$ cat config.mk
export PLATFORM = sky130hd
export DESIGN_NAME = sm_ctrl
export DESIGN_NICKNAME = d
export VERILOG_FILES = /design/src/rtl/sm_ctrl.sv
export SDC_FILE = /design/constraint.sdc
export NUM_CORES = 1
export LEC_CHECK = 0
export ABC_AREA = 1
export CAP_MARGIN = 10
export CORE_MARGIN = 2
export CORE_UTILIZATION = 55
export CTS_CLUSTER_SIZE = 24
export DETAILED_ROUTE_END_ITERATION = 12
export PLACE_DENSITY = 0.75
export SKIP_CTS_REPAIR_TIMING = 1
export SLEW_MARGIN = 5
export SYNTH_ARGS = -nofsm -noshare
export SYNTH_HDL_FRONTEND = slang
export SYNTH_SLANG_ARGS = --single-unit
$ cat constraint.sdc
create_clock -name clk -period 18.6 [get_ports clk]
set_clock_uncertainty 0.05 [all_clocks]
set_input_delay 1.86 -clock clk [delete_from_list [all_inputs] [get_ports clk]]
set_output_delay 1.86 -clock clk [all_outputs]
set_load 0.02 [all_outputs]
$ cat src/rtl/sm_ctrl.sv
// sm_ctrl: control and scheduling block for four PIO state machines that
// share one instruction memory. Holds the host-visible control registers
// (enables, restart strobes, fractional clock dividers, wrap bounds, forced
// instruction injection) and decides each cycle which state machines step.
//
// Ports:
//   clk, rst     clock; asynchronous active-high reset
//   wr_en        host register write strobe
//   addr         register address
//   wdata        host write data
//   rdata        host read data, combinational from addr
//   sm_step      per-SM step enable
//   sm_restart   per-SM one-cycle soft restart
//   exec_valid   forced instruction pending, per SM
//   exec_instr   forced instruction, SM n at [INSTR_W*n +: INSTR_W]
//   wrap_top     per-SM wrap top, SM n at [PC_W*n +: PC_W]
//   wrap_bottom  per-SM wrap bottom, same packing
module sm_ctrl #(
    parameter int PC_W    = 5,
    parameter int INSTR_W = 16
) (
    input  logic                 clk,
    input  logic                 rst,
    input  logic                 wr_en,
    input  logic [4:0]           addr,
    input  logic [31:0]          wdata,
    output logic [31:0]          rdata,
    output logic [3:0]           sm_step,
    output logic [3:0]           sm_restart,
    output logic [3:0]           exec_valid,
    output logic [4*INSTR_W-1:0] exec_instr,
    output logic [4*PC_W-1:0]    wrap_top,
    output logic [4*PC_W-1:0]    wrap_bottom
);

    // Register kind within a per-SM block: addr = 4 + 4n + k
    typedef enum logic [1:0] {
        REG_CLKDIV   = 2'd0,
        REG_EXECCTRL = 2'd1,
        REG_INSTR    = 2'd2,
        REG_NONE     = 2'd3
    } reg_kind_e;

    logic [3:0]         enable;
    logic [3:0]         restart_q;
    logic [3:0]         pending;
    logic [15:0]        div_int   [4];
    logic [7:0]         div_frac  [4];
    logic [PC_W-1:0]    wrap_bot_r[4];
    logic [PC_W-1:0]    wrap_top_r[4];
    logic [INSTR_W-1:0] instr_r   [4];
    logic [16:0]        cnt       [4];
    logic [7:0]         acc       [4];

    // Address decode
    logic      ctrl_sel;
    logic      blk_hit;
    logic [1:0] sm_idx;
    reg_kind_e kind;
    logic      ctrl_wr;

    always_comb begin
        ctrl_sel = (addr == 5'd0);
        blk_hit  = (addr[4:2] >= 3'd1) && (addr[4:2] <= 3'd4);
        sm_idx   = 2'(addr[4:2] - 3'd1);
        kind     = reg_kind_e'(addr[1:0]);
        ctrl_wr  = wr_en && ctrl_sel;
    end

    // Divider reload: {carry,acc} = acc + frac; reload = int_eff - 1 + carry,
    // with int==0 standing for 65536.
    logic [8:0]  acc_sum [4];
    logic [16:0] reload  [4];

    always_comb begin
        for (int unsigned n = 0; n < 4; n++) begin
            acc_sum[n] = {1'b0, acc[n]} + {1'b0, div_frac[n]};
            reload[n]  = ((div_int[n] == 16'd0) ? 17'h10000 : {1'b0, div_int[n]})
                         - 17'd1 + 17'(acc_sum[n][8]);
        end
    end

    // Step decode straight from flops
    always_comb begin
        for (int unsigned n = 0; n < 4; n++) begin
            sm_step[n] = enable[n] && (cnt[n] == 17'd0) && !restart_q[n];
        end
    end

    always_ff @(posedge clk or posedge rst) begin
        if (rst) begin
            enable    <= '0;
            restart_q <= '0;
            pending   <= '0;
            for (int unsigned n = 0; n < 4; n++) begin
                div_int[n]    <= 16'd1;
                div_frac[n]   <= '0;
                wrap_bot_r[n] <= '0;
                wrap_top_r[n] <= '1;
                instr_r[n]    <= '0;
                cnt[n]        <= '0;
                acc[n]        <= '0;
            end
        end else begin
            // Restart strobe is registered from the write and self-clears
            restart_q <= ctrl_wr ? wdata[7:4] : 4'b0000;
            if (ctrl_wr) begin
                enable <= wdata[3:0];
            end
            for (int unsigned n = 0; n < 4; n++) begin
                if (wr_en && blk_hit && (sm_idx == 2'(n))) begin
                    case (kind)
                        REG_CLKDIV: begin
                            div_int[n]  <= wdata[31:16];
                            div_frac[n] <= wdata[15:8];
                        end
                        REG_EXECCTRL: begin
                            wrap_bot_r[n] <= wdata[PC_W-1:0];
                            wrap_top_r[n] <= wdata[8 +: PC_W];
                        end
                        default: ;
                    endcase
                end

                // A write landing in a step cycle stays pending (write wins)
                if (wr_en && blk_hit && (sm_idx == 2'(n)) && (kind == REG_INSTR)) begin
                    instr_r[n] <= wdata[INSTR_W-1:0];
                    pending[n] <= 1'b1;
                end else if ((ctrl_wr && wdata[4+n]) || sm_step[n]) begin
                    pending[n] <= 1'b0;
                end

                // Divider keeps running through a restart cycle; only the
                // step output is masked there.
                if (ctrl_wr && wdata[8+n]) begin
                    cnt[n] <= '0;
                    acc[n] <= '0;
                end else if (enable[n]) begin
                    if (cnt[n] == 17'd0) begin
                        acc[n] <= acc_sum[n][7:0];
                        cnt[n] <= reload[n];
                    end else begin
                        cnt[n] <= cnt[n] - 17'd1;
                    end
                end
            end
        end
    end

    // Outputs
    always_comb begin
        sm_restart = restart_q;
        exec_valid = pending;
        for (int unsigned n = 0; n < 4; n++) begin
            exec_instr [n*INSTR_W +: INSTR_W] = instr_r[n];
            wrap_top   [n*PC_W +: PC_W]       = wrap_top_r[n];
            wrap_bottom[n*PC_W +: PC_W]       = wrap_bot_r[n];
        end
    end

    // Host read mux
    always_comb begin
        rdata = '0;
        if (ctrl_sel) begin
            rdata[3:0] = enable;
        end else if (blk_hit) begin
            case (kind)
                REG_CLKDIV: begin
                    rdata[31:16] = div_int[sm_idx];
                    rdata[15:8]  = div_frac[sm_idx];
                end
                REG_EXECCTRL: begin
                    rdata[PC_W-1:0] = wrap_bot_r[sm_idx];
                    rdata[8 +: PC_W] = wrap_top_r[sm_idx];
                end
                REG_INSTR: begin
                    rdata[INSTR_W-1:0] = instr_r[sm_idx];
                    rdata[31]          = pending[sm_idx];
                end
                default: ;
            endcase
        end
    end

endmodule

# ---- Yosys cells after proc, flatten, opt, wreduce, memory -nomap -nowiden
# Cells that the tools add are included.
dict set report totals {
  out_inout_bits 148
  ff_bits 312
  word_cells 194
  inputBits 40
}
dict set report classes {
  n_lt_le_gt_ge 4
  muxes 63
  reduce_logical 70
  bitwise_logic 1
  add_sub_neg 17
  eq_ne 5
}
# cell count
set op_table {}
lappend op_table {{17-bit two-way mux} 16}
lappend op_table {{17-bit by 1-bit subtractor with 17-bit output (second input constant)} 8}
lappend op_table {{8-bit two-way mux} 14}
lappend op_table {{17-bit by 1-bit adder with 17-bit output} 4}
lappend op_table {{17-bit logical NOT} 4}
lappend op_table {{16-bit binary-select mux with 2-bit select} 2}
lappend op_table {{16-bit logical NOT} 4}
lappend op_table {{16-bit two-way mux} 4}
lappend op_table {{8-bit by 8-bit adder with 9-bit output} 4}
lappend op_table {{32-bit two-way mux} 1}
lappend op_table {{28-bit two-way mux} 1}
lappend op_table {{1-bit logical AND} 27}
lappend op_table {{2-bit AND reduction} 12}
lappend op_table {{2-bit nonzero test} 12}
lappend op_table {{5-bit binary-select mux with 2-bit select} 2}
lappend op_table {{5-bit two-way mux} 4}
lappend op_table {{8-bit binary-select mux with 2-bit select} 1}
lappend op_table {{15-bit two-way mux} 1}
lappend op_table {{5-bit case mux with 3 select lines} 1}
lappend op_table {{5-bit case mux with 2 select lines} 1}
lappend op_table {{1-bit two-way mux} 9}
lappend op_table {{4-bit two-way mux} 2}
lappend op_table {{2-bit equality test (second input constant)} 3}
lappend op_table {{3-bit case mux with 2 select lines} 1}
lappend op_table {{other kinds (14)} 22}

# ---- Logic depth before layout (Yosys ltp)
dict set report depth {
  depth_word 8
  depth_mapped 18
  depth_no_buf 18
}

# ---- Worst setup path before layout
# Ideal clock, no wire load.
dict set report synth_timing {
  path_type {input to output}
  startpoint {input port addr[2]}
  endpoint {output port rdata[14]}
  path_stages 11
  path_buffers 5
  required_ps 16690
  path_slack_ps 12584
  t_arrival_ps 4106
  path_cell_list {buf_4 inv_2 clkbuf_1 clkbuf_1 ha_1 clkbuf_1 buf_1 o21ai_0 o21ai_0 nand2_1 a21oi_1}
}
dict set report synth_between {
  elab_chain_cells 8
  elab_cells_between_ends 15
  cone_classes {add/sub: 1; order compare: 2; mux: 9; bitwise: 1; reduce/logical: 2}
}
# item line_no
set synth_lines {}
lappend synth_lines {{from (decl)} 25} ;# input logic [4:0] addr,
lappend synth_lines {{2-bit by 1-bit subtractor with 2-bit output} 65} ;# sm_idx = 2'(addr[4:2] - 3'd1);
lappend synth_lines {{2-bit NOT with 3-bit output (not written as such)} {170, 177}}
lappend synth_lines {{16-bit binary-select mux with 2-bit select / 8-bit binary-select mux with 2-bit select (equally long branches)} {177, 170}}
lappend synth_lines {{16-bit two-way mux (not written as such) / 8-bit two-way mux (equally long branches) (2 in series)} {177, 170}}
lappend synth_lines {{3-bit case mux with 2 select lines} 167} ;# case (kind)
lappend synth_lines {{32-bit two-way mux} 166} ;# end else if (blk_hit) begin
lappend synth_lines {{28-bit two-way mux (*)} 164} ;# if (ctrl_sel) begin
lappend synth_lines {{to (decl)} 27} ;# output logic [31:0] rdata,
# Every way passes the cells marked *; elsewhere a longest branch is shown, timed or not. The select of a mux whose other input is x is not followed.

# ---- Worst setup path after layout
dict set report layout_timing {
  startpoint {input port addr[2]}
  endpoint {output port rdata[31]}
}
dict set report layout_between {
  elab_chain_cells 8
  elab_cells_between_ends 14
  cone_classes {add/sub: 1; order compare: 2; mux: 8; bitwise: 1; reduce/logical: 2}
}
# item line_no
set layout_lines {}
lappend layout_lines {{2-bit by 1-bit subtractor with 2-bit output} 65}
lappend layout_lines {{2-bit NOT with 3-bit output (not written as such)} 169} ;# rdata[31:16] = div_int[sm_idx];
lappend layout_lines {{16-bit binary-select mux with 2-bit select} 169}
lappend layout_lines {{16-bit two-way mux (not written as such) (2 in series)} 169}
lappend layout_lines {{1-bit case mux with 2 select lines} 167}
lappend layout_lines {{32-bit two-way mux} 166}
lappend layout_lines {{28-bit two-way mux (*)} 164}
# Marked as above.

==> results.md <==
* Status: finished clean
* Post-Place Setup Slack at 11430 ps
* Die area at ~0.036 mm²
* Clock sink count at 312
* Fin Setup TNS at 0 ps
* Crit end category: output port
* Via density at 5.72
* Cells after Synth at 2691
* CTS root buf: clkbuf_16
* Final hold vios at 0
* Initial DRC count at between 1500 and 2000
* Slew margin rel. at 0.219
* ANT cells at 0
* GR Overflow Total at 0
* Net Count, Synth at 2788
* Setup crit start kind: primary input
* GPL Wtd Cong at 0.950
* Reg2Reg Setup Slack at around 15000 ps
* Max H-tree Level at 2
* Rows at 68
* Post-Layout Cell Count at ~3300
* Sequential area share after synthesis at 0.413
* Post-synthesis register bit count at 312
* Vias in the first global route at approximately 18000
* WHS Endpoint: acc[28]$_DFFE_PP0P_
* RSZ-0062 raised after global routing: false
* Nets@finish at 2923
* Min-delay src: acc[28]$_DFFE_PP0P_
* Area Overhead vs Synth at 17.7%
* FILL cells at roughly 3100
* Distinct cells, synth at 35
* Setup-failing EPs final at 0
* Mean Syn Cell Area at between 7 and 8 µm²
* Routed Antenna Nets at 0
* Hold Path Stages at 2
* Pwr/cell area at 139 mW/mm²
* P_leak at 0.0108 µW
* Setup ws final at 11230 ps
* Routed wire length at 62800 µm
* Critical path required time at 16690 ps
* Final Cell Area at ~0.022 mm²
* CP cell instances: buf_4 > inv_2 > ha_1 > nand3_2 > inv_1 > nor2_1 > nand2_1 > a21oi_1 > or2_2 > clkdlybuf4s50_1
* Cell Area, Synth at between 0.015 and 0.02 mm²
* Reg2reg end: cnt[44]$_DFFE_PP0P_
* Post-route clock period utilization at 0.396
* Worst-Skew Late Latency at 530 ps
* Post-DR wirelength/cell at 19.0 µm
* First-pass GRT wire length at 98600 µm
* Max Slew Vio Count at 0
* I/O Buffers at 187
* Post-DP Area at 0.0211 mm²
* Bufs on Longest Clock Path at 3
* Fin util at 0.652
* Initial Utilization at 0.554
* Worst reg2reg path startpoint: div_frac[16]$_DFFE_PP0P_
* Data arrival time of the worst path at 5460 ps
* Die width at ~190 µm
* Detailed placer's ending HPWL at 45800 µm
* Remaining DRCs at 0
* DRT Pass-1 Iters at 7
* TritonCTS clock tree: yes
* Fmax at 0.136 GHz
* Max-cap viol count at 0
* Ratio of cells with drive above 1 in the final layout at 0.0515
* CTS clk-pin slew, worst paths at 60 ps
* Hold Path Class: flip-flop to flip-flop
* Critical Path Fanout Max at 119
* Period minus WS final at 7370 ps
* Num CTS Buffers at 37
* GRT Total Usage at 0.348
* CP Class: primary input to output port
* Core footprint at around 0.034 mm²
* Initial antenna violation count at 0
* Top Ports at 188
* Total number of vias at 18900
* Max incr delay on CP at 790 ps
* Pin count of the biggest net entering global routing at 149
* Placed cells at between 3000 and 4000
* Yosys warnings at 0
* Slew @ Worst Pin at 1170 ps
* R2R depth at 16
* Die extent in y at 190 µm
* VDD IR max at 0.0000773 V
* CP max stage cell: buf_4
-- cells in the final DEF (no fill, tap or decap), drive strengths merged --
cell,instances
xor2,64
o211ai,2
o21ai,333
nand4,53
buf,9
dfstp,24
or2,2
dfrtp,288
nand2b,4
nand3b,14
nand3,164
clkbuf,52
clkdlybuf4s50,186
xnor2,12
o22ai,5
a21oi,146
bufinv,5
nor3,10
nor2,303
nand2,846
clkinvlp,1
inv,265
a31oi,1
fa,4
ha,53
clkinv,8
-- kinds of logic after synthesis --
family / count (synthesis) / share of synthesized area
AND/OR/NAND/NOR: 1396 / 0.306
AO/OA/AOI/OAI: 487 / 0.131
buffers and inverters: 363 / 0.0759
flip-flops: 312 / 0.413
XOR/XNOR: 76 / 0.0351
adder cells (fa/ha/maj): 57 / 0.0391
-- registers in the layout, indices dropped and copies added, names as in the netlist --
register / count
cnt: 68
div_int: 64
exec_instr: 64
acc: 32
div_frac: 32
wrap_bottom: 20
wrap_top: 20
enable: 4
exec_valid: 4
sm_restart: 4
-- worst max-delay path, delay by kind of cell --
kind | cells | cell delay, ps
AOI/OAI and AO/OA | 1 | 400
buffers and inverters | 4 | 1610
adders and majority gates | 1 | 290
and+or+nand+nor | 4 | 1230
-- through the flow --
stage	power, µW	hold WS (ps)
2_1_floorplan	1900	396
3_3_place_gp	2280	410
3_5_place_dp	2310	413
4_1_cts	3100	428
5_1_grt	3320	447
6_report	3110	428
-- where the power goes --
group | internal [µW] | total, µW | switching, µW
Clock | 474 | 776 | 302
Sequential | 891 | 1120 | 226
Combinational | 464 | 1220 | 757
Total | 1830 | 3110 | 1280
-- routing by layer --
metal  routed length [µm]  track usage
met1                26500        0.485
met3                 5670       0.0653
met5                    0            0
met4                 2370        0.125
met2                28200        0.544
-- synthesized netlist by cell type --
| library cell | instances | area [µm²] |
|---|---|---|
| or2_2 | 2 | 12.5 |
| nand2_2 | 7 | 43.8 |
| inv_1 | 253 | 950 |
| a31oi_1 | 1 | 6.26 |
| inv_2 | 10 | 37.5 |
| clkinv_1 | 1 | 3.75 |
| o21ai_0 | 269 | 1350 |
| o22ai_1 | 5 | 31.3 |
| dfrtp_1 | 288 | 7210 |
| buf_4 | 4 | 30.0 |
| nand3_2 | 2 | 20.0 |
| nand2_1 | 839 | 3150 |
| a21oi_1 | 146 | 731 |
| nand3_1 | 160 | 801 |
| o21ai_1 | 57 | 285 |
| dfstp_2 | 24 | 631 |
| clkbuf_1 | 47 | 176 |
| nor3_1 | 10 | 50.1 |
| ha_1 | 53 | 663 |
| buf_6 | 2 | 22.5 |
| buf_1 | 7 | 26.3 |
| xnor2_1 | 12 | 105 |
| nor2_2 | 15 | 93.8 |
| nand3_4 | 2 | 35.0 |
| o21ai_4 | 2 | 32.5 |
| nand2b_1 | 4 | 25.0 |
| buf_2 | 39 | 195 |
| xor2_1 | 64 | 561 |
| o211ai_1 | 2 | 15.0 |
| fa_1 | 4 | 80.1 |
| nor2_1 | 280 | 1050 |
| nand3b_1 | 14 | 105 |
| o21ai_2 | 5 | 43.8 |
| nor2_4 | 8 | 90.1 |
| nand4_1 | 53 | 332 |
-- cell type report --
class / instances / area, µm² / share of cell area
Multi-Input combinational cell: 2016 / 9720 / 0.435
Timing Repair Buffer: 195 / 1940 / 0.0869
Sequential cell: 312 / 7840 / 0.351
Clock inverter: 15 / 213 / 0.00952
Tap cell: 455 / 569 / 0.0255
Clock buffer: 52 / 1070 / 0.0481
Inverter: 264 / 998 / 0.0447
-- worst max-delay path by stage --
stage                        from                  to  slack (ps)  cells past startpoint
final                     addr[2]           rdata[31]       11230                     10
after global routing      addr[2]           rdata[31]       11070                     10
after CTS                 addr[2]           rdata[31]       11420                     10
after detailed placement  addr[2]           rdata[31]       11430                     10
after global placement    addr[2]            rdata[3]       11570                     11
after floorplan               rst  acc[0]$_DFFE_PP0P_        8100                      1
No activity file was read; power rests on OpenSTA's default activity.
